===== config.mk =====
export PLATFORM = sky130hd
export DESIGN_NAME = merge2_arbiter
export DESIGN_NICKNAME = d
export VERILOG_FILES = /design/src/rtl/router_pkg.sv /design/src/rtl/rr_arb2.sv /design/src/rtl/merge2_arbiter.sv
export SDC_FILE = /design/constraint.sdc
export NUM_CORES = 1
export LEC_CHECK = 0
export ABC_AREA = 1
export CAP_MARGIN = 20
export CORE_MARGIN = 2
export CORE_UTILIZATION = 45
export DETAILED_ROUTE_END_ITERATION = 10
export MAX_ROUTING_LAYER = met4
export PLACE_DENSITY_LB_ADDON = 0.15
export SLEW_MARGIN = 5
export SYNTH_ARGS = -nofsm -noshare
export SYNTH_HDL_FRONTEND = slang
export SYNTH_SLANG_ARGS = --single-unit

===== constraint.sdc =====
create_clock -name CLK -period 1.88 [get_ports CLK]
set_clock_uncertainty 0.2 [all_clocks]
set_input_delay 0.376 -clock CLK [delete_from_list [all_inputs] [get_ports CLK]]
set_output_delay 0.376 -clock CLK [all_outputs]
set_load 0.01 [all_outputs]

===== src/rtl/router_pkg.sv =====
// router_pkg: shared packet types and merge-stage state encoding for the router.
// Contents: packet width and address field bounds, pkt_t, merge_state_t.
package router_pkg;
    localparam int PKT_W   = 9;
    localparam int ADDR_HI = 8;
    localparam int ADDR_LO = 5;
    typedef logic [PKT_W-1:0] pkt_t;
    typedef enum logic {EMPTY, FULL} merge_state_t;
endpackage


===== src/rtl/rr_arb2.sv =====
// rr_arb2: two-request round-robin grant with a remembered last winner.
// Ports: clk_i clock; rst_ni sync active-low reset; req0_i/req1_i requests;
//        accept_i a grant is taken this cycle; grant_o index of the winner.
module rr_arb2
    import router_pkg::*;
(
    input  logic clk_i,
    input  logic rst_ni,
    input  logic req0_i,
    input  logic req1_i,
    input  logic accept_i,
    output logic grant_o
);
    logic last_grant_q;
    // Resetting to 1 lets input 0 win the first contention.
    assign grant_o = (req0_i && req1_i) ? !last_grant_q : req1_i;
    always_ff @(posedge clk_i) begin
        if (!rst_ni) last_grant_q <= 1'b1;
        else if (accept_i) last_grant_q <= grant_o;
    end
endmodule


===== src/rtl/merge2_arbiter.sv =====
// merge2_arbiter: merges two valid/ready packet streams into one output register.
// Ports: CLK, _RESET (sync active-low); in0_*/in1_* packet inputs with ready;
//        out_* held packet; sel_* index of the supplying input; cnt0/cnt1
//        wrapping per-input accept counters.
module merge2_arbiter
    import router_pkg::*;
#(
    parameter int W  = PKT_W,
    parameter int CW = 8
) (
    input  logic          CLK,
    input  logic          _RESET,
    input  logic [W-1:0]  in0_data,
    input  logic          in0_valid,
    output logic          in0_ready,
    input  logic [W-1:0]  in1_data,
    input  logic          in1_valid,
    output logic          in1_ready,
    output logic [W-1:0]  out_data,
    output logic          out_valid,
    input  logic          out_ready,
    output logic          sel_data,
    output logic          sel_valid,
    input  logic          sel_ready,
    output logic [CW-1:0] cnt0,
    output logic [CW-1:0] cnt1
);
    merge_state_t  state_q;
    logic          out_done_q, sel_done_q, sel_data_q;
    logic [W-1:0]  out_data_q;
    logic [CW-1:0] cnt0_q, cnt1_q;
    logic          full, out_hs, sel_hs, drain, free, grant, accept;

    assign full      = state_q == FULL;
    assign out_valid = full && !out_done_q;
    assign sel_valid = full && !sel_done_q;
    assign out_hs    = out_valid && out_ready;
    assign sel_hs    = sel_valid && sel_ready;
    // Both halves must be consumed (earlier or now) before the register frees.
    assign drain     = full && (out_done_q || out_hs) && (sel_done_q || sel_hs);
    assign free      = !full || drain;
    assign accept    = free && (in0_valid || in1_valid) && _RESET;
    assign in0_ready = free && !grant && _RESET;
    assign in1_ready = free && grant && _RESET;
    assign out_data  = out_data_q;
    assign sel_data  = sel_data_q;
    assign cnt0      = cnt0_q;
    assign cnt1      = cnt1_q;

    rr_arb2 u_arb (
        .clk_i    (CLK),
        .rst_ni   (_RESET),
        .req0_i   (in0_valid),
        .req1_i   (in1_valid),
        .accept_i (accept),
        .grant_o  (grant)
    );

    always_ff @(posedge CLK) begin
        if (!_RESET) begin
            state_q    <= EMPTY;
            out_done_q <= 1'b0;
            sel_done_q <= 1'b0;
            out_data_q <= '0;
            sel_data_q <= 1'b0;
            cnt0_q     <= '0;
            cnt1_q     <= '0;
        end else if (accept) begin
            state_q    <= FULL;
            out_done_q <= 1'b0;
            sel_done_q <= 1'b0;
            out_data_q <= grant ? in1_data : in0_data;
            sel_data_q <= grant;
            if (grant) cnt1_q <= cnt1_q + CW'(1);
            else cnt0_q <= cnt0_q + CW'(1);
        end else if (drain) begin
            state_q    <= EMPTY;
            out_done_q <= 1'b0;
            sel_done_q <= 1'b0;
        end else begin
            out_done_q <= out_done_q || out_hs;
            sel_done_q <= sel_done_q || sel_hs;
        end
    end
endmodule


# Word-level counts from Yosys, hierarchy flattened
# Index checks and enable logic that the tools add are counted.
# classes
bitwise_logic,2
addsub,2
reduce_logical,26
mux,4
# ops
cell,count
8-bit by 1-bit adder with 8-bit output (second input constant),2
1-bit logical AND,13
9-bit 2-to-1 mux,1
1-bit logical NOT,5
1-bit logical OR,4
2-bit AND reduction,2
1-bit 2-to-1 mux,3
3-bit OR reduction,1
1-bit inverter,2
2-bit nonzero test,1
# totals
inputBits,24
elab_cells,42
out_inout_bits,30
reg_bits,30

# Longest topological paths before layout
# Gate-level depths: netlist (run 1).
# logic_depth
word_depth,10
mapped_depth,8

# Modules after synthesis
# Synthesis (run 1) repeated with hierarchy kept, for this count alone.
# hier_totals
hier_cells,260
area_unflattened_um2,1615.3
# by_module_without_submodules
module,seq_area_each_um2,cells_each,instances,area_each_um2
merge2_arbiter,580.6,252,1,1564.0
rr_arb2,20.0,8,1,51.3

# Worst setup path after synthesis (run 1)
# OpenSTA, ideal clock, no wires.
# synth_timing
path_kind,input to output
startpoint,input in0_valid
endpoint,output in0_ready
path_buffers,1
arrival_time_ns,1.100
required_ns,1.304
stages,5
slack_ns,0.204
cell_sequence,nand2_1 nand2_2 inv_2 buf_2 nor3_1
# synth_between
elab_chain_cells,5
# synth_lines
item,line_no,text
from (decl),merge2_arbiter.sv:14,"input logic in0_valid,"
1-bit logical AND,rr_arb2.sv:16,assign grant_o = (req0_i && req1_i) ? !last_grant_q : req1_i;
1-bit 2-to-1 mux,rr_arb2.sv:16,
1-bit logical NOT,merge2_arbiter.sv:43,assign in0_ready = free && !grant && _RESET;
1-bit logical AND (2 in a row),merge2_arbiter.sv:43,
to (decl),merge2_arbiter.sv:15,"output logic in0_ready,"
# No other way between the ends.

# Final worst setup path (run 1)
# layout_timing
startpoint,register state_q (netlist: full)
endpoint,output in1_ready
# layout_between
elab_chain_cells,8
elab_cells_between_ends,12
classes_between,reduce/logical (12)
# layout_lines
item,line_no,text
from (decl),merge2_arbiter.sv:28,merge_state_t state_q;
from (signal assigned),merge2_arbiter.sv:61,state_q <= EMPTY;
from (signal assigned),merge2_arbiter.sv:69,state_q <= FULL;
from (signal assigned),merge2_arbiter.sv:77,state_q <= EMPTY;
1-bit logical AND,merge2_arbiter.sv:35,assign out_valid = full && !out_done_q;
1-bit logical AND,merge2_arbiter.sv:37,assign out_hs = out_valid && out_ready;
1-bit logical OR,merge2_arbiter.sv:40,assign drain = full && (out_done_q || out_hs) && (sel_done_q || sel_hs);
1-bit logical AND (2 in a row),merge2_arbiter.sv:40,
1-bit logical OR *,merge2_arbiter.sv:41,assign free = !full || drain;
1-bit logical AND * (2 in a row),merge2_arbiter.sv:44,assign in1_ready = free && grant && _RESET;
to (decl),merge2_arbiter.sv:18,"output logic in1_ready,"
# Every way passes the cells marked *; elsewhere a longest branch is shown, timed or not.

==> results of run 1 <==
[critical path, cell delays in order (launching register included)]
cell	delay [ns]
dfxtp_4	0.38
nand2_4	0.07
nand2_4	0.05
a21oi_4	0.21
nor2_4	0.06
nand2_4	0.08
inv_4	0.03
buf_6	0.10
[cells by family (layout without fill, tap and decap cells)]
| kind of cell | after synthesis | in the layout | share of synthesized area (%) |
|---|---|---|---|
| AO/OA/AOI/OAI | 25 | 25 | 8.73 |
| XOR/XNOR | 6 | 6 | 3.27 |
| buffers and inverters | 32 | 113 | 8.11 |
| flip-flops | 30 | 30 | 37.4 |
| adder cells (fa/ha/maj) | 2 | 2 | 1.56 |
| AND/OR/NAND/NOR | 144 | 144 | 40.9 |
[per-layer routing]
metal  vias to the layer above  share of wire (%)  wire length (um)  global-route usage [%]
li1                        916                  -                 -                       -
met1                       773                 43              1830                    26.2
met2                        49                 50              2100                    36.8
met3                         4                6.1               258                    6.96
met4                         0               0.83                35                    6.52
met5                         -                  0                 0                       -
[per-stage QoR]
stage | TNS, ns | instances | worst slack (ns) | power, W
finish | -0.0193 | 366 | -0.0193 | 0.00153
global route | -0.0791 | 366 | -0.0730 | 0.00161
CTS | -0.0429 | 363 | -0.0429 | 0.00154
detailed placement | -3.24 | 352 | -0.521 | 0.000999
global placement | -2.73 | 352 | -0.490 | 0.000994
floorplan | 0 | 239 | 0.204 | 0.000829
[worst max-delay path by stage]
stage                endpoint  cells past startpoint               from  slack [ns]
detailed placement  in1_ready                      8          out_ready       -0.52
floorplan           in0_ready                      5          in0_valid        0.20
global route        in1_ready                      7  full$_SDFFE_PN0P_       -0.07
CTS                 in1_ready                      7  full$_SDFFE_PN0P_       -0.04
global placement    in0_ready                      6          in0_valid       -0.49
finish              in1_ready                      7  full$_SDFFE_PN0P_       -0.02
[cells in the final DEF (no fill, tap or decap), types with 4 or more instances in the layout]
cell | Yosys | final
dlygate4sd2_1 | 0 | 6
inv_1 | 23 | 21
dlymetal6s2s_1 | 0 | 8
buf_4 | 0 | 25
clkdlybuf4s50_1 | 0 | 37
dfxtp_4 | 0 | 4
dfxtp_1 | 30 | 16
dfxtp_2 | 0 | 10
nand3_1 | 12 | 12
clkbuf_4 | 0 | 5
nand2_4 | 2 | 6
nand2_1 | 93 | 91
nor2_1 | 15 | 15
a21oi_1 | 20 | 20
nand4_1 | 9 | 9
[flip-flops by register name, summed over array words and instances (netlist names)]
name                cells
u_arb.last_grant_q      1
out_data                9
cnt1                    8
out_done_q              1
full                    1
sel_data                1
sel_done_q              1
cnt0                    8
[report_power, final]
group          internal (W)  switching (W)
Clock              0.000309       0.000224
Combinational      0.000170       0.000156
Sequential         0.000655      0.0000190
Total               0.00113       0.000399
[area by class of cell]
class | instances | area, sq um
multi-input cells | 177 | 905
fillers | 275 | 848
repair buffers | 80 | 767
flip-flops and latches | 30 | 628
inverters | 26 | 103
well taps | 46 | 57.6
clock buffers | 6 | 51.3
clock inverters | 1 | 30.0
[repair_timing]
| item | CTS | global route |
|---|---|---|
| endpoints found under the setup margin | 14 | 15 |
| gates resized for setup | 28 | 22 |
| setup buffers | 4 | 3 |
| pin swaps | 7 | 7 |
==> flow_summary.toml, run 1 <==
[hold_path]
min_path_type = "flop to flop"
hp-start = "out_data[0]$_SDFFE_PN0P_"
hold_path_depth = 2
hold_end = "out_data[0]$_SDFFE_PN0P_"

[placement]
dp_hpwl_um = 2840
port_buffers = 53
gp_congestion = 0.834
placed_area_sq_um = 2340

[global_routing]
grt_max_degree = 19
grt_usage_pct = 22.4
grt_pass1_vias = 1616
grt_pass1_wl_um = 6930
antenna_found_initial = 0
gr-total-overflow = 0

[sta]
period_share_pct = 101
fmax_mhz = 527
slew_violations = 0
hold_viol = 0
min_period_ns = 1.90
setup_viol_count_final = 1
max_slew_margin_pct = 79.9
rsz0062_at_grt = "true"
fin_worst_hold_slack_ns = 0.267
worst_pin_slew_ns = 0.301
final.setup.worst_slack_ns = -0.0193

[drt]
avgRoutedWirePerCell_um = 11.5
dr.pass1.iters = 4
ant_nets = 0
wirelength_um = 4230
initialDrtViolationCount = 71
vias = 1742
vias_per_cell = 4.76
drc = 0

[synthesis]
yosysTopAreaCellShare_pct = 37.4
async_reset_ff_share_pct = 0
syn_area_sq_um = 1610
yosysWarningCount = 0
yosys_most_used_dff = "dfxtp_1"
synth.avg_cell_area_sq_um = 6.72
yosys-top-cells-area = "dfxtp_1 37%, nand2_1 22%, a21oi_1 6.2%"
syn_nets = 265
synth_edf_count = 0
synth.most_common_cell = "nand2_1"
syn_inst = 239
synth-seq-cells = 30
synth.distinct_cells = 25
yosysSeqAreaShare_pct = 37.4
synth_common_cells = "93 x nand2_1, 30 x dfxtp_1, 23 x inv_1, 20 x a21oi_1, 15 x nor2_1"
synth_top_area_cell = "dfxtp_1"

[setup_path]
crit-reg2reg-capture = "u_arb.last_grant_q$_SDFFE_PN1P_"
worst-path-max-fanout = 4
arrival_ns = 1.32
regToRegStartpoint = "full$_SDFFE_PN0P_"
r2r_setup_slack_ns = 0.11
critPathRequiredTime_ns = 1.30
start_kind = "flop"
end_kind = "output pin"
reg2regPathDepth = 11
critPathKind = "flop to output pin"

[final_layout]
drive_above_1_share_pct = 22.2
final_util_pct = 75.0
final_cell_area_sq_um = 2540
final_nets = 346
syn2layout_area_growth_pct = 58.3
diodes = 0

[clock_network]
clk_path_buf_depth = 2
cts_root_buf = "clkbuf_4"
path_clk_slew_ns = 0.10
ctsHtreeMaxLevel = 2
clock_latency_ns = 0.33
cts_hold_buf = 0
cts_tree = "yes"
clock-sinks = 30
numCtsBuffers = 5

[power]
power-per-cell-area_nw_per_um2 = 603
ir_drop_uv = 434
power_leakage_nw = 1.27

[floorplan]
start_util_pct = 47.4
die_h_um = 63.7
die-area_sq_um = 4060
core.rowCount = 21
io_pins = 54
fp.coreArea_sq_um = 3390
die_x_um = 63.7

[run_status]
outcome = "finished with violations"
violations = "setup timing"

[flow_run]
maxCapViolCount = 0
Note: power is estimated with default switching activity, not from simulation.
==> inputs of run 2 (changes only) <==
--- a/config.mk
+++ b/config.mk
@@ -9,9 +9,11 @@
 export CAP_MARGIN = 20
 export CORE_MARGIN = 2
 export CORE_UTILIZATION = 45
+export CTS_CLUSTER_DIAMETER = 40
 export DETAILED_ROUTE_END_ITERATION = 10
 export MAX_ROUTING_LAYER = met4
 export PLACE_DENSITY_LB_ADDON = 0.15
+export REMOVE_ABC_BUFFERS = 1
 export SLEW_MARGIN = 5
 export SYNTH_ARGS = -nofsm -noshare
 export SYNTH_HDL_FRONTEND = slang
==> flow_summary.toml, run 2 (synthesis gave the netlist of run 1 again) <==
[run_status]
outcome = "finished with violations"
violations = "setup timing"

[final_layout]
drive_above_1_share_pct = 21.1
fillers = 299
diodes = 0
largest_reg_flops = 9
final_util_pct = 72.6
final_nets = 343
multiInputGateArea_sq_um = 885
seqCellArea_sq_um = 621
syn2layout_area_growth_pct = 53.2
most-common-layout-cells = "91 x nand2_1, 33 x clkdlybuf4s50_1, 23 x buf_4, 21 x inv_1, 20 x a21oi_1"
instances_no_fill = 364
final_common_cell = "nand2_1"

[floorplan]
die_h_um = 63.7
io_pins = 54
fp.coreArea_sq_um = 3390
core.rowCount = 21
die_x_um = 63.7
start_util_pct = 47.4
die-area_sq_um = 4060

[global_routing]
grt_pass1_vias = 1581
grt_usage_pct = 23.0
grt_max_degree = 19
busiest_layer = "met2"
met1_usage_pct = 27.0
gr-total-overflow = 0
grt_pass1_wl_um = 7040
grtUsageMet3_pct = 8.21
use_met2_pct = 36.2
antenna_found_initial = 0

[power]
fin_total_pwr_w = 0.00139
p_sw_share_pct = 28.7
clkPwrFrac_pct = 29.8
power-per-cell-area_nw_per_um2 = 566
ir_drop_uv = 394
p_int_w = 0.000993
p_seq_share_pct = 48.6
power_leakage_nw = 1.27
p_comb_share_pct = 21.5
power_switching_w = 0.000399

[sta]
max_slew_margin_pct = 78.9
setup_viol_count_final = 1
fmax_mhz = 532
fin_worst_hold_slack_ns = 0.266
period_share_pct = 100
worst_pin_slew_ns = 0.316
slew_violations = 0
hold_viol = 0
final.setup.worst_slack_ns = -0.000104
rsz0062_at_grt = "true"
min_period_ns = 1.88

[setup_path]
cpMostUsedCell = "nand2_4"
critPathKind = "flop to output pin"
end_kind = "output pin"
start_kind = "flop"
worst-path-max-fanout = 4
worst_path_max_delay_cell = "dfxtp_4"
crit_chain = "nand2_2 -> nand2_4 -> a21oi_4 -> nor2_4 -> nand2_4 -> inv_4 -> buf_6"
critPathRequiredTime_ns = 1.30
arrival_ns = 1.30
slowest_delay_ns = 0.37

[clock_network]
cts_root_buf = "clkbuf_4"
cts_hold_buf = 0
path_clk_slew_ns = 0.09
clock_latency_ns = 0.35
cts_tree = "yes"
clk_path_buf_depth = 2
clock-sinks = 30
numCtsBuffers = 5
ctsHtreeMaxLevel = 2

[drt]
vias_per_cell = 4.77
initialDrtViolationCount = 106
avgRoutedWirePerCell_um = 11.1
vias = 1738
dr.pass1.iters = 4
ant_nets = 0
drc = 0
wirelength_um = 4030

[placement]
gp_congestion = 0.852
dp_cells = 352
dp_slack_ns = -0.501
port_buffers = 53
dp_hpwl_um = 2920

[hold_path]
min_path_type = "flop to flop"

[flow_run]
maxCapViolCount = 0
run 2: cell types whose count changed in the layout (fill, tap and decap cells not counted), sizes merged:
cell / change
bufinv: -1
dlymetal6s2s: +2
clkdlybuf4s50: -4
clkbuf: +1
dlygate4sd2: +2
buf: -3
clkinv: +1
run 2: path summary, 6_finish.rpt:
path | slack (ns) | endpoint | startpoint | depth (start not counted)
min reg2reg | 0.27 | out_data[3]$_SDFFE_PN0P_ | out_data[3]$_SDFFE_PN0P_ | 2
min | 0.27 | out_data[3]$_SDFFE_PN0P_ | out_data[3]$_SDFFE_PN0P_ | 2
max | -0.0001 | in1_ready | full$_SDFFE_PN0P_ | 7
max reg2reg | 0.24 | u_arb.last_grant_q$_SDFFE_PN1P_ | full$_SDFFE_PN0P_ | 10
run 2: power by group through the flow:
| stage | sequential (W) | clock [W] | combinational (W) |
|---|---|---|---|
| after floorplan | 0.000696 | 0 | 0.000123 |
| after global placement | 0.000688 | 0 | 0.000295 |
| after detailed placement | 0.000690 | 0 | 0.000297 |
| after CTS | 0.000676 | 0.000419 | 0.000301 |
| after global routing | 0.000681 | 0.000455 | 0.000332 |
| final | 0.000677 | 0.000415 | 0.000300 |
run 2: final cells by class:
class,count,share of cell area [%]
Clock buffer,7,2.24
Clock inverter,1,0.203
Inverter,26,4.17
Multi-Input combinational cell,177,36.0
Sequential cell,30,25.2
Tap cell,46,2.34
Timing Repair Buffer,77,29.9
run 2: through the flow:
step | area [sq um] | TNS, ns
finish | 2460 | -0.000104
global route | 2460 | -0.0969
CTS | 2420 | 0
detailed placement | 2330 | -3.76
global placement | 2330 | -3.41
floorplan | 1580 | 0
run 2: critical path, delay by kind of cell (launching register included):
family	cells	cell delay [ns]
simple gates	4	0.26
buf+inv	2	0.14
compound gates	1	0.19
flops	1	0.37
run 2: repair_timing:
item | CTS | global route
buffers inserted | 4 | 0
endpoints found under the hold margin | 0 | 0
gates resized for setup | 29 | 18
pin swaps | 5 | 4
setup endpoints to repair | 13 | 13
run 2: metal layers:
metal | part of all wire, % | wire [um]
met1 | 44 | 1790
met2 | 48 | 1930
met3 | 6.0 | 243
met4 | 1.6 | 65
met5 | 0 | 0
